File: src/rtl/axi_arb_pkg.sv
// Shared defaults, FSM state encoding and request-source encoding for the
// single-slave AXI arbiter.
package axi_arb_pkg;

  localparam int unsigned ADDR_W_DEF = 32;
  localparam int unsigned DATA_W_DEF = 64;
  localparam int unsigned ID_W_DEF   = 4;

  typedef enum logic [2:0] {
    IDLE    = 3'd0,
    RD_ADDR = 3'd1,
    RD_DATA = 3'd2,
    WR_XFER = 3'd3,
    WR_RESP = 3'd4
  } state_e;

  // S0 = m0 read, S1 = m1 read, S2 = m1 write
  typedef enum logic [1:0] {
    S0 = 2'd0,
    S1 = 2'd1,
    S2 = 2'd2
  } src_e;

  // Round-robin successor: S0 -> S1 -> S2 -> S0
  function automatic src_e src_step(input src_e s);
    case (s)
      S0:      src_step = S1;
      S1:      src_step = S2;
      default: src_step = S0;
    endcase
  endfunction

endpackage

File: src/rtl/axi_arbiter_rr_arbiter3.sv
// Three-request round-robin picker. The pointer names the source that is
// considered first; it moves to the successor of the winner when the grant
// is taken.
module rr_arbiter3
  import axi_arb_pkg::*;
(
  input  logic       clk,
  input  logic       rst_n,
  input  logic [2:0] req,
  input  logic       advance,
  output logic       gnt_valid,
  output src_e       gnt_src
);

  src_e ptr_q, ptr_d;
  src_e cand;

  // Scan the three sources starting at the pointer; first requester wins
  always_comb begin
    gnt_valid = 1'b0;
    gnt_src   = ptr_q;
    cand      = ptr_q;
    for (int unsigned i = 0; i < 3; i++) begin
      if (!gnt_valid && req[cand]) begin
        gnt_valid = 1'b1;
        gnt_src   = cand;
      end
      cand = src_step(cand);
    end
    ptr_d = (advance && gnt_valid) ? src_step(gnt_src) : ptr_q;
  end

  // Pointer register
  always_ff @(posedge clk or negedge rst_n) begin
    if (!rst_n) begin
      ptr_q <= S0;
    end else begin
      ptr_q <= ptr_d;
    end
  end

endmodule

File: src/rtl/axi_arbiter.sv
// Two-master to one-slave AXI arbiter with a single outstanding transaction.
// m0 is read-only (instruction fetch); m1 has read and write channels.
module axi_arbiter
  import axi_arb_pkg::*;
#(
  parameter int unsigned ADDR_W = ADDR_W_DEF,
  parameter int unsigned DATA_W = DATA_W_DEF,
  parameter int unsigned ID_W   = ID_W_DEF
) (
  input  logic                aclk,
  input  logic                aresetn,
  // m0 read address / data
  input  logic                m0_arvalid,
  output logic                m0_arready,
  input  logic [ADDR_W-1:0]   m0_araddr,
  input  logic [ID_W-1:0]     m0_arid,
  input  logic [7:0]          m0_arlen,
  input  logic [2:0]          m0_arsize,
  input  logic [1:0]          m0_arburst,
  output logic                m0_rvalid,
  input  logic                m0_rready,
  output logic [DATA_W-1:0]   m0_rdata,
  output logic [ID_W-1:0]     m0_rid,
  output logic [1:0]          m0_rresp,
  output logic                m0_rlast,
  // m1 read address / data
  input  logic                m1_arvalid,
  output logic                m1_arready,
  input  logic [ADDR_W-1:0]   m1_araddr,
  input  logic [ID_W-1:0]     m1_arid,
  input  logic [7:0]          m1_arlen,
  input  logic [2:0]          m1_arsize,
  input  logic [1:0]          m1_arburst,
  output logic                m1_rvalid,
  input  logic                m1_rready,
  output logic [DATA_W-1:0]   m1_rdata,
  output logic [ID_W-1:0]     m1_rid,
  output logic [1:0]          m1_rresp,
  output logic                m1_rlast,
  // m1 write address / data / response
  input  logic                m1_awvalid,
  output logic                m1_awready,
  input  logic [ADDR_W-1:0]   m1_awaddr,
  input  logic [ID_W-1:0]     m1_awid,
  input  logic [7:0]          m1_awlen,
  input  logic [2:0]          m1_awsize,
  input  logic [1:0]          m1_awburst,
  input  logic                m1_wvalid,
  output logic                m1_wready,
  input  logic [DATA_W-1:0]   m1_wdata,
  input  logic [DATA_W/8-1:0] m1_wstrb,
  input  logic                m1_wlast,
  output logic                m1_bvalid,
  input  logic                m1_bready,
  output logic [ID_W-1:0]     m1_bid,
  output logic [1:0]          m1_bresp,
  // slave port
  output logic                s_arvalid,
  input  logic                s_arready,
  output logic [ADDR_W-1:0]   s_araddr,
  output logic [ID_W-1:0]     s_arid,
  output logic [7:0]          s_arlen,
  output logic [2:0]          s_arsize,
  output logic [1:0]          s_arburst,
  input  logic                s_rvalid,
  output logic                s_rready,
  input  logic [DATA_W-1:0]   s_rdata,
  input  logic [ID_W-1:0]     s_rid,
  input  logic [1:0]          s_rresp,
  input  logic                s_rlast,
  output logic                s_awvalid,
  input  logic                s_awready,
  output logic [ADDR_W-1:0]   s_awaddr,
  output logic [ID_W-1:0]     s_awid,
  output logic [7:0]          s_awlen,
  output logic [2:0]          s_awsize,
  output logic [1:0]          s_awburst,
  output logic                s_wvalid,
  input  logic                s_wready,
  output logic [DATA_W-1:0]   s_wdata,
  output logic [DATA_W/8-1:0] s_wstrb,
  output logic                s_wlast,
  input  logic                s_bvalid,
  output logic                s_bready,
  input  logic [ID_W-1:0]     s_bid,
  input  logic [1:0]          s_bresp,
  output logic                err
);

  state_e     state_q, state_d;
  src_e       owner_q, owner_d;
  logic [7:0] arlen_q, arlen_d;
  logic [7:0] beat_q, beat_d;
  logic       aw_done_q, aw_done_d;
  logic       wl_done_q, wl_done_d;
  logic       err_q, err_d;

  logic       gnt_valid;
  src_e       gnt_src;
  logic       grant_take;
  logic       aw_hs;
  logic       wl_hs;

  rr_arbiter3 u_rr (
    .clk       (aclk),
    .rst_n     (aresetn),
    .req       ({m1_awvalid, m1_arvalid, m0_arvalid}),
    .advance   (grant_take),
    .gnt_valid (gnt_valid),
    .gnt_src   (gnt_src)
  );

  assign err = err_q;

  // Next-state logic and channel routing; everything defaults to idle/zero
  always_comb begin
    state_d    = state_q;
    owner_d    = owner_q;
    arlen_d    = arlen_q;
    beat_d     = beat_q;
    aw_done_d  = aw_done_q;
    wl_done_d  = wl_done_q;
    err_d      = err_q;
    grant_take = 1'b0;
    aw_hs      = 1'b0;
    wl_hs      = 1'b0;

    m0_arready = 1'b0;
    m0_rvalid  = 1'b0;
    m0_rdata   = '0;
    m0_rid     = '0;
    m0_rresp   = '0;
    m0_rlast   = 1'b0;
    m1_arready = 1'b0;
    m1_rvalid  = 1'b0;
    m1_rdata   = '0;
    m1_rid     = '0;
    m1_rresp   = '0;
    m1_rlast   = 1'b0;
    m1_awready = 1'b0;
    m1_wready  = 1'b0;
    m1_bvalid  = 1'b0;
    m1_bid     = '0;
    m1_bresp   = '0;

    s_arvalid  = 1'b0;
    s_araddr   = '0;
    s_arid     = '0;
    s_arlen    = '0;
    s_arsize   = '0;
    s_arburst  = '0;
    s_rready   = 1'b0;
    s_awvalid  = 1'b0;
    s_awaddr   = '0;
    s_awid     = '0;
    s_awlen    = '0;
    s_awsize   = '0;
    s_awburst  = '0;
    s_wvalid   = 1'b0;
    s_wdata    = '0;
    s_wstrb    = '0;
    s_wlast    = 1'b0;
    s_bready   = 1'b0;

    unique case (state_q)
      IDLE: begin
        if (gnt_valid) begin
          grant_take = 1'b1;
          owner_d    = gnt_src;
          aw_done_d  = 1'b0;
          wl_done_d  = 1'b0;
          state_d    = (gnt_src == S2) ? WR_XFER : RD_ADDR;
        end
      end

      RD_ADDR: begin
        if (owner_q == S0) begin
          s_arvalid  = m0_arvalid;
          s_araddr   = m0_araddr;
          s_arid     = m0_arid;
          s_arlen    = m0_arlen;
          s_arsize   = m0_arsize;
          s_arburst  = m0_arburst;
          m0_arready = s_arready;
        end else begin
          s_arvalid  = m1_arvalid;
          s_araddr   = m1_araddr;
          s_arid     = m1_arid;
          s_arlen    = m1_arlen;
          s_arsize   = m1_arsize;
          s_arburst  = m1_arburst;
          m1_arready = s_arready;
        end
        if (s_arvalid && s_arready) begin
          arlen_d = s_arlen;
          beat_d  = '0;
          state_d = RD_DATA;
        end
      end

      RD_DATA: begin
        if (owner_q == S0) begin
          m0_rvalid = s_rvalid;
          m0_rdata  = s_rdata;
          m0_rid    = s_rid;
          m0_rresp  = s_rresp;
          m0_rlast  = s_rlast;
          s_rready  = m0_rready;
        end else begin
          m1_rvalid = s_rvalid;
          m1_rdata  = s_rdata;
          m1_rid    = s_rid;
          m1_rresp  = s_rresp;
          m1_rlast  = s_rlast;
          s_rready  = m1_rready;
        end
        if (s_rvalid && s_rready) begin
          beat_d = beat_q + 8'd1;
          // rlast must coincide exactly with the final beat of the latched length
          if (s_rlast != (beat_q == arlen_q)) begin
            err_d = 1'b1;
          end
          if (s_rlast) begin
            state_d = IDLE;
          end
        end
      end

      WR_XFER: begin
        // AW and W run independently; each side is masked once it has completed
        s_awvalid  = m1_awvalid & ~aw_done_q;
        s_awaddr   = m1_awaddr;
        s_awid     = m1_awid;
        s_awlen    = m1_awlen;
        s_awsize   = m1_awsize;
        s_awburst  = m1_awburst;
        m1_awready = s_awready & ~aw_done_q;
        s_wvalid   = m1_wvalid & ~wl_done_q;
        s_wdata    = m1_wdata;
        s_wstrb    = m1_wstrb;
        s_wlast    = m1_wlast;
        m1_wready  = s_wready & ~wl_done_q;
        aw_hs      = s_awvalid && s_awready;
        wl_hs      = s_wvalid && s_wready && m1_wlast;
        if (aw_hs) begin
          aw_done_d = 1'b1;
        end
        if (wl_hs) begin
          wl_done_d = 1'b1;
        end
        if ((aw_done_q || aw_hs) && (wl_done_q || wl_hs)) begin
          state_d = WR_RESP;
        end
      end

      WR_RESP: begin
        m1_bvalid = s_bvalid;
        m1_bid    = s_bid;
        m1_bresp  = s_bresp;
        s_bready  = m1_bready;
        if (s_bvalid && s_bready) begin
          state_d = IDLE;
        end
      end

      default: begin
        state_d = IDLE;
      end
    endcase
  end

  // Transaction state registers
  always_ff @(posedge aclk or negedge aresetn) begin
    if (!aresetn) begin
      state_q   <= IDLE;
      owner_q   <= S0;
      arlen_q   <= '0;
      beat_q    <= '0;
      aw_done_q <= 1'b0;
      wl_done_q <= 1'b0;
      err_q     <= 1'b0;
    end else begin
      state_q   <= state_d;
      owner_q   <= owner_d;
      arlen_q   <= arlen_d;
      beat_q    <= beat_d;
      aw_done_q <= aw_done_d;
      wl_done_q <= wl_done_d;
      err_q     <= err_d;
    end
  end

endmodule

File: config.mk
export PLATFORM = sky130hd
export DESIGN_NAME = axi_arbiter
export DESIGN_NICKNAME = d
export VERILOG_FILES = /design/src/rtl/axi_arb_pkg.sv /design/src/rtl/axi_arbiter_rr_arbiter3.sv /design/src/rtl/axi_arbiter.sv
export SDC_FILE = /design/constraint.sdc
export NUM_CORES = 1
export LEC_CHECK = 0
export ABC_AREA = 1
export CORE_AREA = 2 2 253 255
export CTS_CLUSTER_DIAMETER = 80
export DETAILED_ROUTE_END_ITERATION = 8
export DIE_AREA = 0 0 255 257
export HOLD_SLACK_MARGIN = 0.08
export PLACE_DENSITY = 0.32
export SLEW_MARGIN = 20
export SYNTH_ARGS = -nofsm -noshare
export SYNTH_HDL_FRONTEND = slang
export SYNTH_SLANG_ARGS = --single-unit
File: constraint.sdc
create_clock -name aclk -period 2.1 [get_ports aclk]
set_input_delay 0.42 -clock aclk [delete_from_list [all_inputs] [get_ports aclk]]
set_output_delay 0.42 -clock aclk [all_outputs]
set_load 0.01 [all_outputs]
After elaboration in Yosys (flattened, before gate mapping)
Cells that the tools add are included.
- logic and storage cells: 152
- bits in registers: 26
- output and inout port bits: 332
- reduce and logical (&&, ||, !) cells: 28
- $lt $le $gt $ge: 3
- eq/ne operators: 18
- multiplexer cells: 88
- add/sub/neg operators: 1
- bitwise gates (word level): 6
- operators by type and width (kind ; count):
    two-way mux 64 bit ; 5
    two-way mux 32 bit ; 3
    two-way mux 8 bit ; 6
    two-way mux 1 bit ; 36
    two-way mux 4 bit ; 8
    two-way mux 3 bit ; 9
    two-way mux 2 bit ; 11
    != test 2 bit, second input constant ; 8
    case mux 8 bit (2 select lines) ; 1
    case mux 3 bit (5 select lines) ; 1
    case mux 2 bit (2 select lines) ; 3
    AND reduction 3 bit ; 4
    logical AND 1 bit ; 10
    < comparator 2 x 3 -> 1 bit, second input constant ; 3
    adder 8 x 1 -> 8 bit, second input constant ; 1
    equality test 8 bit ; 1
    logical NOT 2 bit ; 4
    binary-select mux 1 bit (select 2 bit) ; 3
    equality test 2 x 1 -> 1 bit, second input constant ; 3
    equality test 3 x 2 -> 1 bit, second input constant ; 2
    AND reduction 6 bit ; 1
    AND 1 bit ; 4
    case mux 1 bit (2 select lines) ; 2
    AND reduction 2 bit ; 2
    other kinds (9) ; 13

Logic depth before layout (Yosys ltp)
- depth after elaboration: 13
- mapped depth: 11
- depth with buffers taken out: 11

Cells and area by module
From an unflattened synthesis, not the netlist that was laid out.
- cells, all modules: 928
- area, all modules: 4688.2 µm²
- by module, submodules not included (module ; cells an instance ; area an instance (µm²) ; times used):
    axi_arbiter ; 867 ; 4302.9 ; 1
    rr_arbiter3 ; 61 ; 385.4 ; 1

Worst setup path before layout
Ideal clock, no wire load.
- path kind: reg-to-output
- start: register owner_q[1]
- end: output port m0_rdata[17]
- stages on the path, launching flop included: 6
- path buffers: 2
- data arrival time: 1.459 ns
- setup slack: 0.221 ns
- data required time: 1.680 ns
- path through: dfrtp_1 > nor2_4 > clkinv_1 > clkbuf_1 > buf_1 > nor3_1
- word-level cells in the longest chain between the ends: 3
- RTL lines (item ; line ; text):
    from (decl) ; axi_arbiter.sv:91 ; src_e owner_q, owner_d;
    from (signal assigned) ; axi_arbiter.sv:284 ; owner_q <= owner_d;
    logical NOT 2 bit ; axi_arbiter.sv:202 ; if (owner_q == S0) begin
    two-way mux 64 bit ; axi_arbiter.sv:202 ;
    two-way mux 64 bit ; axi_arbiter.sv:165 ; unique case (state_q)
    to (decl) ; axi_arbiter.sv:22 ; output logic [DATA_W-1:0] m0_rdata,
Every way passes these cells.

Worst setup path after layout
- start: register state_q[0]
- end: output port m1_rdata[22]
- word-level cells in the longest chain between the ends: 2
- RTL lines (item ; line ; text):
    from (decl) ; axi_arbiter.sv:90 ; state_e state_q, state_d;
    from (signal assigned) ; axi_arbiter.sv:283 ; state_q <= state_d;
    equality test 3 x 2 -> 1 bit ; axi_arbiter.sv:165 ;
    two-way mux 64 bit ; axi_arbiter.sv:165 ;
    to (decl) ; axi_arbiter.sv:36 ; output logic [DATA_W-1:0] m1_rdata,
Every way passes these cells.

==> results by group <==
STA
  – Clk_skew: 0.00223 ns
  – Final hold vios: 0
  – Fin worst setup slack: -0.159 ns
  – Fin Setup TNS: -12.01 ns
  – Minimum clock period: 2.26 ns
  – Achievable Freq: 443 MHz
  – Slew Limit Fails: 0
  – RSZ-0062 raised after global routing: true
  – # setup viols final: 195
  – Final period util: 1.08
  – Slew Limit Headroom: 0.716
  – Worst slew pin tran: 0.423 ns

GRT
  – Largest net degree at the start of global routing: 39
  – Initial antenna violation count: 1
  – GRT overflow: 0
  – First-pass GRT wire length: 52400 µm
  – Number of global-route vias before repair: 8211
  – Total track usage: 0.105

Layout
  – Final net count: 1973
  – Fin cells: 2506
  – Area growth from synthesis to layout: 232%
  – Most common cell after layout, fill and taps aside: clkdlybuf4s50_1
  – Share of layout cells above drive strength 1: 0.478
  – Ant. Diodes: 0
  – Commonest cells after routing, fill and taps aside: 311 x clkdlybuf4s50_1, 233 x buf_2, 223 x inv_1, 129 x nand2_1, 90 x buf_6

Floorplanning
  – Die area: 65500 µm²
  – Site Rows: 92
  – Core area: 62700 µm²
  – I/O pin cnt: 643
  – Die height: 257 µm
  – Die width: 255 µm
  – Initial core utilization: 0.0719

Yosys
  – Fraction of the mapped netlist area in adder cells: 0.00277
  – Syn Nets: 1200
  – Mapped Cells: 888
  – Post-synthesis sequential area ratio: 0.144
  – Synth Register Bits: 26
  – Yosys cell types: 36
  – Netlist Area Pre-Place: 4510 µm²
  – Yosys warning count: 0
  – Simple logic cell fraction of the synthesized area: 0.466
  – Cell taking the most area after synthesis: inv_1
  – Compound-Gate Fraction of Synth Area: 0.0962
  – Share of synthesized area spent on multiplexers: 0.0177
  – Syn Area/Cell: 5.08 µm²
  – Synth top area cells: inv_1 19%, nor3_1 17%, dfrtp_1 14%
  – Synth top area share: 0.188
  – Post-synthesis xor/xnor area fraction: 0.0214
  – Largest family of logic cells by synthesized area: simple AND/OR/NAND/NOR gates

Run status
  – Failing checks: negative setup slack
  – Outcome: finished with violations

Setup path
  – Critical path class: reg2out
  – Reg2reg end: beat_q[3]$_DFFE_PN0P_
  – Worst Setup End Kind: output pin
  – Cell Chain, Critical Path: nor3_4 -> bufinv_16 -> buf_16 -> clkbuf_16 -> nor3_2 -> buf_2
  – Critical Path Sink: m1_rdata[22]
  – Slowest Stage Delay on Critical Path: 0.44 ns
  – Reg2reg start: owner_q[0]$_DFFE_PN0P_
  – Worst path bufs/invs: 4
  – Crit. path cell count: 6
  – Startpoint Class: register
  – WP data arrival: 1.84 ns
  – Top Family by Delay on Critical Path: buffers and inverters
  – Reg2reg path depth: 13
  – Crit path launch: state_q[0]$_DFFE_PN0P_
  – CP max-delay cell: dfrtp_2
  – Crit path max fanout: 7
  – R2R Setup Slk: 0.14 ns
  – Critical Path RT: 1.68 ns

Clock network
  – CTS Buffer Depth: 2
  – CTS Buf Count: 3
  – H-tree levels: 1
  – Clock slew at reported path FFs: 0.07 ns
  – Clk Latency, worst-skew pair: 0.26 ns
  – Clk root buf: clkbuf_16
  – Num Clock Sinks: 26
  – CTS tree: built
  – Hold_buf cts: 0

Detailed routing
  – DRC violation count after routing: 0
  – Drt wl/cell: 15.9 µm
  – Initial drt markers: 212
  – Post-DR vias/cell: 3.39
  – Routed Antenna Nets: 0
  – Overall routed net length: 40000 µm
  – Via count: 8489
  – First-pass DRT Iterations: 4

Place
  – RD Place Congestion: 0.837
  – Post-place setup slack: -0.560 ns
  – IO buf count: 642
  – Placed Cells: 2414
  – DP HPWL: 29800 µm

Flow run
  – Max Cap Viol: 0

Pwr
  – Leak Pwr: 0.00732 µW
  – Worst VDD drop: 585 µV
  – PD cells: 1030 nW/µm²
  – Pwr Total: 15500 µW

Worst hold path
  – Hold Crit Class: reg2reg
[routing by layer]
layer	up-vias	routed length [µm]	share of wire	GRT usage
met1	3881	14800	0.37	0.114
met2	360	22200	0.56	0.212
met4	0	369	0.0092	0.0104
li1	4229	-	-	-
met5	-	0	0	0
met3	19	2610	0.065	0.0173
[kinds of logic after synthesis]
family                     after synthesis
AOI/OAI and AO/OA                       74
xor gates and xnor gates                11
adders and majority gates                1
buffers and inverters                  294
DFF                                     26
muxes                                    8
and+or+nand+nor                        474
[cells in the mapped netlist (all sizes together)]
library cell and n:
o211ai 1, clkinv 1, xor2 3, o22ai 1
mux2i 8, nand4 5, clkbuf 30, o21bai 2
nor3 156, nor2 155, dfrtp 26, a21oi 46
ha 1, xnor2 8, nand2 143, nor3b 1
or2 1, nand3 12, o31ai 3, o21ai 21
buf 30, and2 1, inv 233
[stage by stage]
stage / cell area (µm²) / hold slack [ns] / utilization
floorplan: 4510 / 0.124 / -
global placement: 12700 / 0.473 / 0.202
detailed placement: 12700 / 0.475 / 0.202
CTS: 12800 / 0.496 / 0.203
global route: 15000 / 0.522 / 0.238
finish: 15000 / 0.486 / 0.238
[power breakdown]
| part | leakage (µW) | internal [µW] | switching [µW] |
|---|---|---|---|
| sequential | 0.000333 | 691 | 178 |
| clock | 0.0000511 | 380 | 192 |
| combinational | 0.00694 | 6900 | 7140 |
| total | 0.00732 | 7970 | 7510 |
[registers in the layout, indices dropped and copies added, names as in the netlist]
signal      flops
aw_done_q       1
state_q         3
err             1
wl_done_q       1
arlen_q         8
owner_q         2
u_rr.ptr_q      2
beat_q          8
[how the worst min path moves through the flow]
stage	start	end	slack, ns	cells after the start
final	err$_DFFE_PN0P_	err$_DFFE_PN0P_	0.49	1
after global routing	err$_DFFE_PN0P_	err$_DFFE_PN0P_	0.52	1
after CTS	err$_DFFE_PN0P_	err$_DFFE_PN0P_	0.50	1
after detailed placement	err$_DFFE_PN0P_	err$_DFFE_PN0P_	0.48	1
after global placement	err$_DFFE_PN0P_	err$_DFFE_PN0P_	0.47	1
after floorplan	aresetn	arlen_q[0]$_DFFE_PN0P_	0.12	0
[area by class of cell]
type	instances	area, µm²
repair buffers	821	7770
well taps	846	1060
repair inverters	7	114
clock buffers	3	75.1
flip-flops and latches	26	653
inverters	234	945
fillers	7007	47800
multi-input cells	568	4310
clock inverters	1	30.0
[what timing repair did]
item / 4_1_cts / 5_1_grt
endpoints found under the setup margin: 351 / 350
resized for setup: 1403 / 508
cloned: 14 / 22
setup buffers: 26 / 30
pin swaps: 14 / 12
No activity file was read; power rests on OpenSTA's default activity.
